**src/rtl/fdivsqrt_sched_pkg.sv**
```systemverilog
// fdivsqrt_sched_pkg: shared types and defaults for the div/sqrt scheduling controller
package fdivsqrt_sched_pkg;
  localparam int DURLEN_DEF = 6;
  typedef enum logic [1:0] {IDLE = 2'd0, BUSY = 2'd1, DONE = 2'd2} state_t;
endpackage

```
**src/rtl/fdivsqrt_rr_arb2.sv**
```systemverilog
// fdivsqrt_rr_arb2: two-way FP/integer arbiter; a tie goes to whichever side did not win last (FAIR) or to FP
module fdivsqrt_rr_arb2 #(
  parameter bit FAIR = 1'b1
) (
  input  logic req_f_i,
  input  logic req_i_i,
  input  logic last_int_i,
  input  logic en_i,
  output logic gnt_f_o,
  output logic gnt_i_o
);
  logic int_wins_tie;
  assign int_wins_tie = FAIR & ~last_int_i;
  assign gnt_f_o = en_i & req_f_i & (~req_i_i | ~int_wins_tie);
  assign gnt_i_o = en_i & req_i_i & (~req_f_i | int_wins_tie);
endmodule

```
**src/rtl/fdivsqrt_sched_ctrl.sv**
```systemverilog
// fdivsqrt_sched_ctrl: grants the shared div/sqrt datapath, counts iterations down and signals per-requester done
module fdivsqrt_sched_ctrl
  import fdivsqrt_sched_pkg::*;
#(
  parameter int DURLEN = DURLEN_DEF,
  parameter bit FAIR   = 1'b1
) (
  input  logic              clk,
  input  logic              reset_n,
  input  logic              FDivReqE,
  input  logic              IDivReqE,
  input  logic [DURLEN-1:0] CyclesE,
  input  logic              SpecialCaseE,
  input  logic              FlushE,
  input  logic              StallM,
  output logic              FGrantE,
  output logic              IGrantE,
  output logic              IFDivStartE,
  output logic              IterEnE,
  output logic              DivBusyE,
  output logic              FDivDoneM,
  output logic              IDivDoneM
);
  state_t            state_q;
  logic [DURLEN-1:0] cnt_q;
  logic              op_int_q;
  logic              last_int_q;
  logic              idle;
  assign idle = state_q == IDLE;
  // reset_n gates the grants so every output reads 0 while reset is held
  fdivsqrt_rr_arb2 #(.FAIR(FAIR)) u_arb (
    .req_f_i   (FDivReqE),
    .req_i_i   (IDivReqE),
    .last_int_i(last_int_q),
    .en_i      (idle & ~FlushE & reset_n),
    .gnt_f_o   (FGrantE),
    .gnt_i_o   (IGrantE)
  );
  assign IFDivStartE = FGrantE | IGrantE;
  assign IterEnE     = state_q == BUSY;
  assign DivBusyE    = ~idle;
  assign FDivDoneM   = (state_q == DONE) & ~op_int_q;
  assign IDivDoneM   = (state_q == DONE) & op_int_q;
  always_ff @(posedge clk or negedge reset_n) begin
    if (!reset_n) begin
      state_q    <= IDLE;
      cnt_q      <= '0;
      op_int_q   <= 1'b0;
      last_int_q <= 1'b1;
    end else begin
      case (state_q)
        IDLE: if (IFDivStartE) begin
          op_int_q   <= IGrantE;
          last_int_q <= IGrantE;
          if (SpecialCaseE || CyclesE == '0) state_q <= DONE;
          else begin
            cnt_q   <= CyclesE;
            state_q <= BUSY;
          end
        end
        BUSY: if (FlushE || cnt_q == DURLEN'(1)) begin
          cnt_q   <= '0;
          state_q <= FlushE ? IDLE : DONE;
        end else if (cnt_q != '0) cnt_q <= cnt_q - DURLEN'(1);
        DONE: if (FlushE || !StallM) state_q <= IDLE;
        default: state_q <= IDLE;
      endcase
    end
  end
endmodule
```
**config.mk**
```make
export PLATFORM = sky130hd
export DESIGN_NAME = fdivsqrt_sched_ctrl
export DESIGN_NICKNAME = d
export VERILOG_FILES = /design/src/rtl/fdivsqrt_sched_pkg.sv /design/src/rtl/fdivsqrt_rr_arb2.sv /design/src/rtl/fdivsqrt_sched_ctrl.sv
export SDC_FILE = /design/constraint.sdc
export NUM_CORES = 1
export LEC_CHECK = 0
export CORE_MARGIN = 2
export CORE_UTILIZATION = 42
export CTS_CLUSTER_DIAMETER = 60
export DETAILED_ROUTE_END_ITERATION = 10
export PLACE_DENSITY = 0.76
export SLEW_MARGIN = 25
export SYNTH_ARGS = -nofsm -noshare
export SYNTH_HDL_FRONTEND = slang
export SYNTH_SLANG_ARGS = --single-unit
```
**constraint.sdc**
```tcl
create_clock -name clk -period 1.7 [get_ports clk]
set_input_delay 0.34 -clock clk [delete_from_list [all_inputs] [get_ports clk]]
set_output_delay 0.34 -clock clk [all_outputs]
set_load 0.005 [all_outputs]
```
==> run_results.csv, run 1 <==
group,metric,value,unit
status,status,"finished with violations",
status,violations,"negative setup slack",
drt,routedWlPerCell,19.0,um
place,port_buffers,19,
final_layout,final_core_util,81.6,%
synthesis,yosysWarnings,0,
drt,drtIter0Drc,31,
final_layout,layout-drive-gt1-share,54.7,%
synthesis,synth.top_cell.area_share,31.0,%
synthesis,async_flop_share,100,%
synthesis,synth_edf_count,0,
grt,track_usage,28.9,%
synthesis,syn-num-nets,96,
clocking,path_clk_slew,0.08,ns
synthesis,synth_area_per_cell,8.97,um^2
synthesis,ys.flop_type,"dfrtp_1",
sta,maxSlewViolCount,0,
final_layout,fill_cells,91,
power,p_leak,0.621,nW
clocking,cts_tree,"yes",
die,core-area,1670,um^2
job,max_cap_viol_count,0,
final_layout,areaGrowthSynthToFinish,87.4,%
worst_setup_path,arrival,1.66,ns
grt,grt_pass1_vias,894,
min_path,worst_hold_path_type,"in2async",
sta,relSlewSlack,78.4,%
sta,rsz0062_at_grt,"yes",
die,die_area,2080,um^2
grt,antenna_found_initial,0,
grt,grt_max_degree,11,
synthesis,synth_largest_area_cell,"dfrtp_1",
worst_setup_path,start_kind,"flop",
sta,final_hold_viol_count,0,
sta,finClkSkew,0.00500,ns
clocking,worst_skew_pair.late_latency,0.28,ns
grt,grt_first_pass_wirelength,4220,um
clocking,hold_buffers,0,
synthesis,ys_types,34,
sta,worst_pin_slew,0.322,ns
die,rows,15,
die,die_w,45.6,um
die,die-height,45.6,um
clocking,h-tree-depth,1,
sta,timing.final.crit_period,2.00,ns
worst_setup_path,critPathMaxFanout,2,
place,dpl.hpwl,1820,um
synthesis,ys_ff_latch,10,
drt,route.vias.total,895,
grt,grt_overflow_total,0,
drt,drtAntennaViolNets,0,
final_layout,register_area,251,um^2
sta,final.setup.tns,-1.39,ns
clocking,root_buffer,"clkbuf_4",
sta,min_period_over_period,117,%
power,p_per_area,949,nW/um^2
die,initial_core_util,43.5,%
die,io-pin-count,20,
final_layout,final_nets,153,
clocking,numCtsBuffers,3,
drt,routed_wl,2930,um
clocking,cts_sinks,10,
worst_setup_path,worstSetupPathType,"reg2out",
power,ir_drop,0.000710,V
drt,drc,0,
synthesis,synth.yosys.seq_area_share,34.6,%
synthesis,syn-cell-area,727,um^2
sta,setup_violations,9,
sta,fin_hold_ws,0.525,ns
final_layout,antenna_cells,0,
final_layout,multi_input_area,589,um^2
synthesis,synth_cells,81,
place,routabilityCongestion,0.918,
sta,timing.fmax,501,MHz
clocking,clk_path_buf_depth,2,
drt,vias_per_cell,5.81,
sta,fin_ws,-0.297,ns
synthesis,synthTopCellsByArea,"dfrtp_1 (31%), nor4_4 (5.9%), a21oi_1 (5.5%)",
drt,dr.pass1.iters,4,
worst_setup_path,cp.required,1.36,ns
worst_setup_path,worst_setup_path_end_kind,"output port",
[cells in the mapped netlist (2+ instances only)]
master     count
o21ai_0        4
nor3b_1        2
nor4_4         2
a2111oi_0      2
ha_1           2
a21oi_1        8
a31oi_1        3
or2_2          3
o21ai_1        3
nand2_1        7
inv_1          6
dfrtp_1        9
nor2_1         9
[final timing paths]
path | cells after the start | from | end | slack, ns
min in group clk | 2 | last_int_q | last_int_q | 0.54
setup / recovery | 6 | state_q[0] | IFDivStartE | -0.30
setup reg to reg | 7 | cnt_q[0] | cnt_q[0] | -0.11
hold / removal | 3 | reset_n | state_q[1] | 0.53
hold reg to reg | 2 | last_int_q | last_int_q | 0.54
max in group asynchronous | 3 | reset_n | last_int_q | 0.95
[cell type report]
cell class                 count  share of cell area, %
multi-input combinational     64                   43.3
timing repair buffer          53                   32.4
sequential                    10                   18.5
clock buffer                   4                   2.66
inverter                       6                   1.65
tap                           17                   1.56
[metrics by stage]
step | cell area (um^2) | power [W] | worst slack [ns] | cells
floorplan | 739 | 0.000649 | -0.0235 | 81
global placement | 1120 | 0.000883 | -0.533 | 139
detailed placement | 1120 | 0.000922 | -0.595 | 139
CTS | 1270 | 0.00120 | -0.228 | 150
global route | 1360 | 0.00136 | -0.314 | 154
finish | 1360 | 0.00129 | -0.297 | 154
[placed cells by master (no fill, tap or decap), types with 2 or more instances in the layout]
cell type,n
a21oi_1,4
inv_2,2
clkdlybuf4s50_1,11
a2111oi_4,2
a21oi_2,4
o21ai_1,2
a31oi_1,2
or3b_4,2
o21ai_0,3
nor4_4,2
dlygate4sd2_1,5
buf_2,2
o21ai_2,3
or2_4,2
nor2_1,9
buf_6,4
clkbuf_4,3
nor3b_4,2
dfrtp_1,9
or2_2,2
buf_4,31
nand2_1,5
inv_1,4
[what timing repair did]
item	in CTS	in global routing
buffers inserted	7	4
endpoints found under the setup margin	13	10
gates resized for setup	36	12
pin swaps	7	12
[report_power, final]
| part | leakage (nW) | internal, W | switching, W |
|---|---|---|---|
| clock | 0.0210 | 0.000131 | 0.000105 |
| combinational | 0.479 | 0.000337 | 0.000306 |
| sequential | 0.121 | 0.000314 | 0.0000998 |
[state kept, by name, summed over array words and instances (netlist names)]
name	count
op_int_q	1
cnt_q	6
last_int_q	1
state_q	2
[layer usage]
layer	track usage, %	vias to the layer above	part of all wire [%]
met2	48.2	40	52
met4	10.0	0	0.82
met3	4.76	5	5.8
met1	37.5	440	41
met5	0	-	0
li1	-	410	-
[worst max-delay path, cell delays in order, from the launching register on]
cell     delay (ns)
dfrtp_1        0.38
or2_4          0.27
nor3b_4        0.24
buf_4          0.16
buf_6          0.09
and2_4         0.14
buf_6          0.09
[kinds of logic after synthesis]
kind of cell               share of synthesized area, %
and+or+nand+nor                                    31.3
muxes                                              1.38
DFF                                                34.6
buffers and inverters                              3.79
adders and majority gates                          3.44
AOI/OAI and AO/OA                                  25.5
Power figures use the tool's default switching activity.
==> run 2: changes to the inputs <==
CORE_UTILIZATION = 46   (was 42)
PLACE_DENSITY = 0.79   (was 0.76)
SLEW_MARGIN = not set   (was 25)
clock period = 2 ns   (was 1.7 ns; I/O delays follow)
==> run 2 against run 1 <==
Worst hold slack got worse by 0.31 ns. Register-to-register slack improved by 0.18 ns. Sequential share of layout area rose by 1.1 points. Total power fell by 27%. The run now ends clean. Combinational power fell by 33%.
==> run_results.csv, run 2 (synthesis results as in run 1) <==
group,metric,value,unit
worst_setup_path,timing.rr.start,"state_q[0]",
grt,grt_max_degree,12,
grt,grt_overflow_total,0,
place,dp_slack,-0.421,ns
worst_setup_path,crit_chain,"or2_4 > nor3b_4 > buf_6 > nand2_4 > a21oi_2 > buf_2",
grt,track_usage,31.0,%
worst_setup_path,worst_setup_path_end_kind,"output port",
drt,vias_per_cell,5.97,
grt,grtUsageMet1,43.0,%
power,p_leak,0.593,nW
final_layout,largestRegisters,"cnt_q: 6 flops, state_q: 2 flops",
grt,grt_first_pass_wirelength,4190,um
final_layout,register_area,251,um^2
die,rows,14,
sta,setup_violations,0,
clocking,cts_tree,"yes",
final_layout,multi_input_area,526,um^2
drt,route.vias.total,890,
clocking,hold_buffers,0,
grt,grt_pass1_vias,853,
die,io-pin-count,20,
worst_setup_path,start_kind,"flop",
clocking,path_clk_slew,0.08,ns
worst_setup_path,slowest_delay,0.39,ns
sta,final.setup.tns,0,ns
worst_setup_path,crit_slowest_cell,"dfrtp_1",
drt,drtAntennaViolNets,0,
power,p_int,0.000562,W
power,switchingPower,0.000385,W
clocking,numCtsBuffers,3,
status,status,"finished, final reports clean",
sta,maxSlewViolCount,0,
grt,grtUsageMet2,43.8,%
final_layout,layout_common_cells,"buf_4 (22), clkdlybuf4s50_1 (14), nor2_1 (9), dfrtp_1 (9), buf_6 (9)",
die,initial_core_util,48.8,%
final_layout,areaGrowthSynthToFinish,76.6,%
worst_setup_path,arrival,1.59,ns
grt,met3_usage,6.67,%
clocking,cts_sinks,10,
die,die-height,43.8,um
sta,worst_pin_slew,0.347,ns
grt,antenna_found_initial,0,
clocking,clk_path_buf_depth,2,
power,p_comb_share,45.8,%
clocking,root_buffer,"clkbuf_4",
sta,fin_ws,0.00680,ns
worst_setup_path,worstSetupPathType,"reg2out",
final_layout,layout-drive-gt1-share,51.1,%
worst_setup_path,r2r_cells,12,
drt,routedWlPerCell,17.7,um
power,power,0.000947,W
worst_setup_path,r2r_setup_slack,0.07,ns
sta,relSlewSlack,76.7,%
clocking,h-tree-depth,1,
place,routabilityCongestion,0.898,
die,core-area,1490,um^2
final_layout,regMostFlops,"cnt_q",
drt,dr.pass1.iters,4,
final_layout,final_common_cell,"buf_4",
sta,fin_hold_ws,0.218,ns
power,switching_share,40.6,%
sta,timing.final.crit_period,1.99,ns
sta,final_hold_viol_count,0,
power,seq_power_share,37.2,%
power,pwr-share-clk,17.0,%
sta,min_period_over_period,99.7,%
job,max_cap_viol_count,0,
die,die_area,1910,um^2
worst_setup_path,cp.required,1.60,ns
final_layout,largest_register_ff_count,6,
worst_setup_path,critPathMaxFanout,3,
final_layout,fill_cells,73,
die,die_w,43.8,um
final_layout,antenna_cells,0,
drt,drc,0,
place,dpl.hpwl,1470,um
power,p_per_area,738,nW/um^2
power,ir_drop,0.000565,V
min_path,worst_hold_path_type,"in2async",
worst_setup_path,rr_endpoint,"last_int_q",
grt,top_usage_layer,"met2",
final_layout,final_nets,149,
sta,rsz0062_at_grt,"yes",
sta,timing.fmax,502,MHz
drt,routed_wl,2630,um
place,port_buffers,19,
clocking,worst_skew_pair.late_latency,0.28,ns
sta,finClkSkew,0.0104,ns
drt,drtIter0Drc,67,
-- run 2: per-stage QoR --
step	utilization [%]	instances	cell area, um^2
finish	86.2	149	1280
global route	86.2	149	1280
CTS	81.2	148	1210
detailed placement	71.7	133	1070
global placement	71.7	133	1070
floorplan	-	81	727
-- run 2: power groups by stage --
stage                     Sequential (W)  Combinational (W)  Clock (W)
final                           0.000352           0.000434   0.000161
after detailed placement        0.000342           0.000346          0
after global placement          0.000338           0.000336          0
after CTS                       0.000340           0.000375   0.000165
after global routing            0.000358           0.000463   0.000163
after floorplan                 0.000328           0.000208          0
-- run 2: worst max-delay path, delay by kind of cell, from the launching register on --
family | cells | cell delay (ns)
AOI/OAI and AO/OA | 1 | 0.09
buffers and inverters | 2 | 0.27
DFF | 1 | 0.39
and+or+nand+nor | 3 | 0.58
-- run 2: cell type report --
type                            instances  share of cell area, %
Inverter                                6                   1.75
Tap cell                               16                   1.56
Multi-Input combinational cell         64                   40.9
Timing Repair Buffer                   49                   34.1
Sequential cell                        10                   19.6
Clock buffer                            4                   2.05
-- run 2: what timing repair did --
action,in CTS,in global routing
gates resized for setup,24,24
pin swaps,5,6
buffers inserted,11,3
endpoints found under the setup margin,4,11
-- run 2: worst max path at each step --
| stage | start | to | cells past startpoint |
|---|---|---|---|
| 2_1_floorplan | cnt_q[0] | cnt_q[0] | 6 |
| 3_3_place_gp | reset_n | FGrantE | 5 |
| 3_5_place_dp | reset_n | FGrantE | 5 |
| 4_1_cts | state_q[1] | last_int_q | 14 |
| 5_1_grt | state_q[0] | IGrantE | 6 |
| 6_report | state_q[0] | IGrantE | 6 |
-- run 2: per-layer routing --
layer  share of wire, %  wire length [um]
met4                2.6                68
met3                7.6               200
met5                  0                 0
met2                 45              1190
met1                 44              1170
==> run 3: changes to the inputs <==
SLEW_MARGIN = 20   (was not set)
==> results of run 3 <==
No change in the layout: final DEF, timing and power equal those of run 2.
